==> src/rtl/regfile_pkg.sv <==
// Shared definitions for the parametrised register file.
// - clr_state_t     : clear sequencer states (IDLE, CLEAR)
// - DEFAULT_WIDTH   : default data word width, reused by the processor top
// - DEFAULT_DEPTH   : default register count, reused by the processor top
package regfile_pkg;

  typedef enum logic [0:0] {
    IDLE  = 1'b0,
    CLEAR = 1'b1
  } clr_state_t;

  localparam int DEFAULT_WIDTH = 8;
  localparam int DEFAULT_DEPTH = 4;

endpackage : regfile_pkg

==> src/rtl/regfile_clear_seq.sv <==
// Clear sequencer: walks every register index once and zeroes it.
// The accepting edge (IDLE with ClearReq) already clears index 0, so a
// full clear takes DEPTH edges and Busy is high for DEPTH-1 cycles.
// Ports:
//   Clk       - clock, posedge
//   Reset     - synchronous active-high reset
//   ClearReq  - start request, honoured only in IDLE
//   Busy      - registered, high while in CLEAR
//   clr_en    - zero register clr_idx at the coming edge
//   clr_idx   - index being cleared this cycle
//   state_dbg - current FSM state, for observation
module regfile_clear_seq
  import regfile_pkg::*;
#(
  parameter int DEPTH = DEFAULT_DEPTH,
  localparam int AW = $clog2(DEPTH)
) (
  input  logic          Clk,
  input  logic          Reset,
  input  logic          ClearReq,
  output logic          Busy,
  output logic          clr_en,
  output logic [AW-1:0] clr_idx,
  output clr_state_t    state_dbg
);

  localparam logic [AW-1:0] LAST_IDX = AW'(DEPTH - 1);

  clr_state_t    state, state_nxt;
  logic [AW-1:0] cnt, cnt_nxt;

  always_ff @(posedge Clk) begin
    if (Reset) begin
      state <= IDLE;
      cnt   <= '0;
    end else begin
      state <= state_nxt;
      cnt   <= cnt_nxt;
    end
  end

  always_comb begin
    state_nxt = state;
    cnt_nxt   = cnt;
    clr_en    = 1'b0;
    clr_idx   = '0;
    case (state)
      IDLE: begin
        if (ClearReq) begin
          clr_en    = 1'b1;
          clr_idx   = '0;
          cnt_nxt   = AW'(1);
          state_nxt = CLEAR;
        end
      end
      CLEAR: begin
        // ClearReq is ignored here; no restart mid-sequence.
        clr_en  = 1'b1;
        clr_idx = cnt;
        if (cnt == LAST_IDX) begin
          cnt_nxt   = '0;
          state_nxt = IDLE;
        end else begin
          cnt_nxt = cnt + 1'b1;
        end
      end
      default: begin
        state_nxt = IDLE;
        cnt_nxt   = '0;
      end
    endcase
  end

  assign Busy      = (state == CLEAR);
  assign state_dbg = state;

endmodule : regfile_clear_seq

==> src/rtl/regfile_multi.sv <==
// Parametrised register file: one write port, two combinational read
// ports, optional same-cycle write-to-read bypass, and a multi-cycle clear.
// Ports:
//   Clk, Reset          - clock and synchronous active-high reset
//   WriteEn/Waddr/DataIn - write port
//   RaddrA, RaddrB      - read addresses
//   ClearReq            - start a clear of all registers
//   DataOutA, DataOutB  - read data (combinational)
//   Busy                - high while the clear sequencer runs
// Write acceptance: a write is taken at the posedge only when WriteEn=1,
// Busy=0 and Waddr<DEPTH; otherwise it is silently dropped (no stall, no
// error). Out-of-range read addresses return 0.
module regfile_multi
  import regfile_pkg::*;
#(
  parameter int WIDTH  = DEFAULT_WIDTH,
  parameter int DEPTH  = DEFAULT_DEPTH,
  parameter int BYPASS = 1,
  localparam int AW    = $clog2(DEPTH)
) (
  input  logic             Clk,
  input  logic             Reset,
  input  logic             WriteEn,
  input  logic [AW-1:0]    Waddr,
  input  logic [WIDTH-1:0] DataIn,
  input  logic [AW-1:0]    RaddrA,
  input  logic [AW-1:0]    RaddrB,
  input  logic             ClearReq,
  output logic [WIDTH-1:0] DataOutA,
  output logic [WIDTH-1:0] DataOutB,
  output logic             Busy
);

  // One extra bit so the range check also works when DEPTH is a power of two.
  localparam logic [AW:0] DEPTH_W = (AW + 1)'(DEPTH);

  logic [WIDTH-1:0] regs [DEPTH];

  logic          clr_en;
  logic [AW-1:0] clr_idx;
  clr_state_t    clr_state;
  logic          wr_ok, a_ok, b_ok;

  regfile_clear_seq #(.DEPTH(DEPTH)) u_clear_seq (
    .Clk       (Clk),
    .Reset     (Reset),
    .ClearReq  (ClearReq),
    .Busy      (Busy),
    .clr_en    (clr_en),
    .clr_idx   (clr_idx),
    .state_dbg (clr_state)
  );

  assign wr_ok = WriteEn && !Busy && ({1'b0, Waddr} < DEPTH_W);
  assign a_ok  = ({1'b0, RaddrA} < DEPTH_W);
  assign b_ok  = ({1'b0, RaddrB} < DEPTH_W);

  // The clear assignment comes after the write so that, on the accepting
  // edge, a write to index 0 loses to the clear; writes elsewhere survive.
  always_ff @(posedge Clk) begin
    if (Reset) begin
      for (int i = 0; i < DEPTH; i++) begin
        regs[i] <= '0;
      end
    end else begin
      if (wr_ok) begin
        regs[Waddr] <= DataIn;
      end
      if (clr_en) begin
        regs[clr_idx] <= '0;
      end
    end
  end

  always_comb begin
    DataOutA = '0;
    if (a_ok) begin
      DataOutA = regs[RaddrA];
    end
    if ((BYPASS != 0) && wr_ok && (Waddr == RaddrA)) begin
      DataOutA = DataIn;
    end
  end

  always_comb begin
    DataOutB = '0;
    if (b_ok) begin
      DataOutB = regs[RaddrB];
    end
    if ((BYPASS != 0) && wr_ok && (Waddr == RaddrB)) begin
      DataOutB = DataIn;
    end
  end

endmodule : regfile_multi

==> config.mk <==
export PLATFORM = sky130hd
export DESIGN_NAME = regfile_multi
export DESIGN_NICKNAME = d
export VERILOG_FILES = /design/src/rtl/regfile_pkg.sv /design/src/rtl/regfile_clear_seq.sv /design/src/rtl/regfile_multi.sv
export SDC_FILE = /design/constraint.sdc
export NUM_CORES = 1
export LEC_CHECK = 0
export ABC_AREA = 1
export CORE_MARGIN = 8
export CORE_UTILIZATION = 40
export CTS_CLUSTER_DIAMETER = 120
export DETAILED_ROUTE_END_ITERATION = 6
export PLACE_DENSITY = 0.62
export SETUP_SLACK_MARGIN = 0.4
export SLEW_MARGIN = 10
export SYNTH_ARGS = -nofsm -noshare
export SYNTH_HDL_FRONTEND = slang
export SYNTH_SLANG_ARGS = --single-unit
==> constraint.sdc <==
create_clock -name Clk -period 3.25 [get_ports Clk]
set_input_delay 0.65 -clock Clk [delete_from_list [all_inputs] [get_ports Clk]]
set_output_delay 0.65 -clock Clk [all_outputs]
set_load 0.02 [all_outputs]
==> reports/results.tsv <==
metric	value	unit
result of the run	completed	
Worst-Margin Slew	0.707	ns
max_slew headroom	52.6	%
FMAX	0.352	GHz
first-pass GRT wire length	11400	µm
switching share of total power	33.7	%
post-layout min period	2.84	ns
# diodes	0	
Yosys cell types	27	
sw power	355	µW
CP max-delay cell	clkdlybuf4s50_1	
Syn Std Cell Area	2280	µm²
H-tree depth	2	
Critical Path End Type	output pin	
Gate power share	25.9	%
Internal	699	µW
Syn. warnings	0	
Seq/Total Area, Yosys	30.8	%
grt total ovfl	0	
TritonCTS Sinks	35	
Slew Limit Fails	0	
Area Growth Syn to Fin	21.8	%
required time of the critical path	2.60	ns
Die Wd	91.5	µm
period utilization	87.5	%
Final Wtd Congestion	0.843	
Max FO, Critical Path	16	
power share of the clock group	30.6	%
final setup fails	0	
GRT Total Usage	16.4	%
crit path DAT	2.19	ns
initial antenna violation count	0	
row cnt	27	
RSZ-0062 raised after global routing	yes	
Critical Path, Cell by Cell	clkdlybuf4s50_1 -> xnor2_2 -> nand3_4 -> o21ai_1 -> dlygate4sd2_1	
ANT nets after route	0	
vias	2409	
most frequent cells in the layout	79 x nand2_1, 51 x a21oi_1, 35 x dfxtp_1, 25 x inv_1, 24 x nand3_1	
initial core utilization	41.4	%
setup repair bufs after CTS	0	
wirelength, routed	6970	µm
Syn Nets	355	
Leakage	1.15	nW
register bit total from synthesis	35	
IO Pins	35	
TritonCTS Buffers	5	
Hold Buf Count CTS	0	
initial DRC count	209	
Max Cap Viol	0	
dpl hpwl	5120	µm
crit path kind	input port to output pin	
Pre-Repair DR Iteration Count	5	
Mapped Cells	336	
Final WS setup	0.407	ns
die area	8370	µm²
I/O Buffers	34	
Startpoint Class	input port	
routed length per instance	15.8	µm
DP Worst Slack	0.0201	ns
Final Net Count	388	
clk slew on worst S/H paths	0.08	ns
vias per cell	5.45	
die height	91.5	µm
Crit path largest cell delay	0.62	ns
worst vdd ir	236	µV
Final Hold Viols	0	
largest net degree at the start of global routing	25	
skew final	0.00736	ns
number of global-route vias before repair	2282	
Seq pwr share	43.5	%
P per Cell Area	380	nW/µm²
setup TNS after final layout	0	ns
HP Class	flip-flop to flip-flop	
Clock Path Buffers	2	
share of post-route cells with drive strength above 1	15.7	%
drc violations	0	
Clock Root Buffer	clkbuf_8	
Skew-Pair Late Insertion Delay	0.29	ns
syn avg cell area	6.78	µm²
core footprint	5510	µm²
CTS tree	built	
commonest non-fill, non-tap cell in the layout	nand2_1	
==> metal layers <==
metal	global-route usage [%]	routed length, µm
met1	19.9	3090
met2	27.1	3260
met3	3.95	519
met4	6.68	97
met5	0	0
==> power groups by stage <==
stage               sequential (mW)  combinational (mW)  clock, mW
CTS                           0.458               0.276      0.326
floorplan                     0.464               0.177          0
detailed placement            0.468               0.283          0
global placement              0.468               0.282          0
global route                  0.461               0.300      0.342
finish                        0.458               0.273      0.322
==> kinds of logic after synthesis <==
| logic type | synth area share, % |
|---|---|
| and+or+nand+nor | 31.1 |
| adders and majority gates | 0.549 |
| AOI/OAI and AO/OA | 24.8 |
| DFF | 30.8 |
| xor gates and xnor gates | 1.54 |
| buffers and inverters | 11.3 |
==> cell usage after synthesis (all sizes together) <==
cell | n | area share, %
nand2 | 82 | 14
a21oi | 51 | 11
dfxtp | 35 | 31
o21ai | 34 | 8.3
inv | 30 | 4.9
nand3 | 26 | 6.2
buf | 20 | 5.8
nand4 | 18 | 5.5
o211ai | 16 | 5.3
nor2 | 12 | 3.7
xnor2 | 4 | 1.5
nor3 | 3 | 1.3
clkbuf | 2 | 0.33
clkinv | 1 | 0.16
ha | 1 | 0.55
or2 | 1 | 0.38
==> repair_timing <==
item / 4_1_cts / 5_1_grt
setup endpoints to repair: 16 / 16
pin swaps: 0 / 1
resized for setup: 29 / 17
==> worst paths after layout <==
path,startpoint,endpoint,slack (ns),depth (start not counted)
worst max-delay path,RaddrB[1],DataOutB[6],0.41,5
worst min-delay path,regs[3][3],regs[3][3],0.47,2
worst max register to register,u_clear_seq.Busy,regs[2][0],1.56,4
worst min register to register,regs[3][3],regs[3][3],0.47,2
==> critical path: cells and delay by family <==
| family | cells | cell delay [ns] |
|---|---|---|
| and+or+nand+nor | 1 | 0.22 |
| xor gates and xnor gates | 1 | 0.17 |
| AOI/OAI and AO/OA | 1 | 0.17 |
| buffers and inverters | 2 | 0.97 |
==> sequential cells by signal, summed over array words and instances, names as in the netlist <==
register          flops
u_clear_seq.Busy      1
u_clear_seq.cnt       2
regs                 32
==> area by class of cell <==
type                            instances  area (µm²)
Clock buffer                            6        72.6
Multi-Input combinational cell        248        1350
Fill cell                             587        2730
Sequential cell                        35         701
Timing Repair Buffer                   48         432
Inverter                               31         116
Tap cell                               72        90.1
Clock inverter                          2        12.5
==> stage by stage <==
| stage | area, µm² | hold slack (ns) | util [%] | power (mW) | instances |
|---|---|---|---|---|---|
| floorplan | 2280 | 0.440 | - | 0.640 | 336 |
| global placement | 2690 | 0.450 | 48.8 | 0.749 | 434 |
| detailed placement | 2690 | 0.456 | 48.8 | 0.751 | 434 |
| CTS | 2790 | 0.467 | 50.6 | 1.06 | 442 |
| global route | 2780 | 0.477 | 50.4 | 1.10 | 442 |
| finish | 2780 | 0.465 | 50.4 | 1.05 | 442 |
Power figures use the tool's default switching activity.
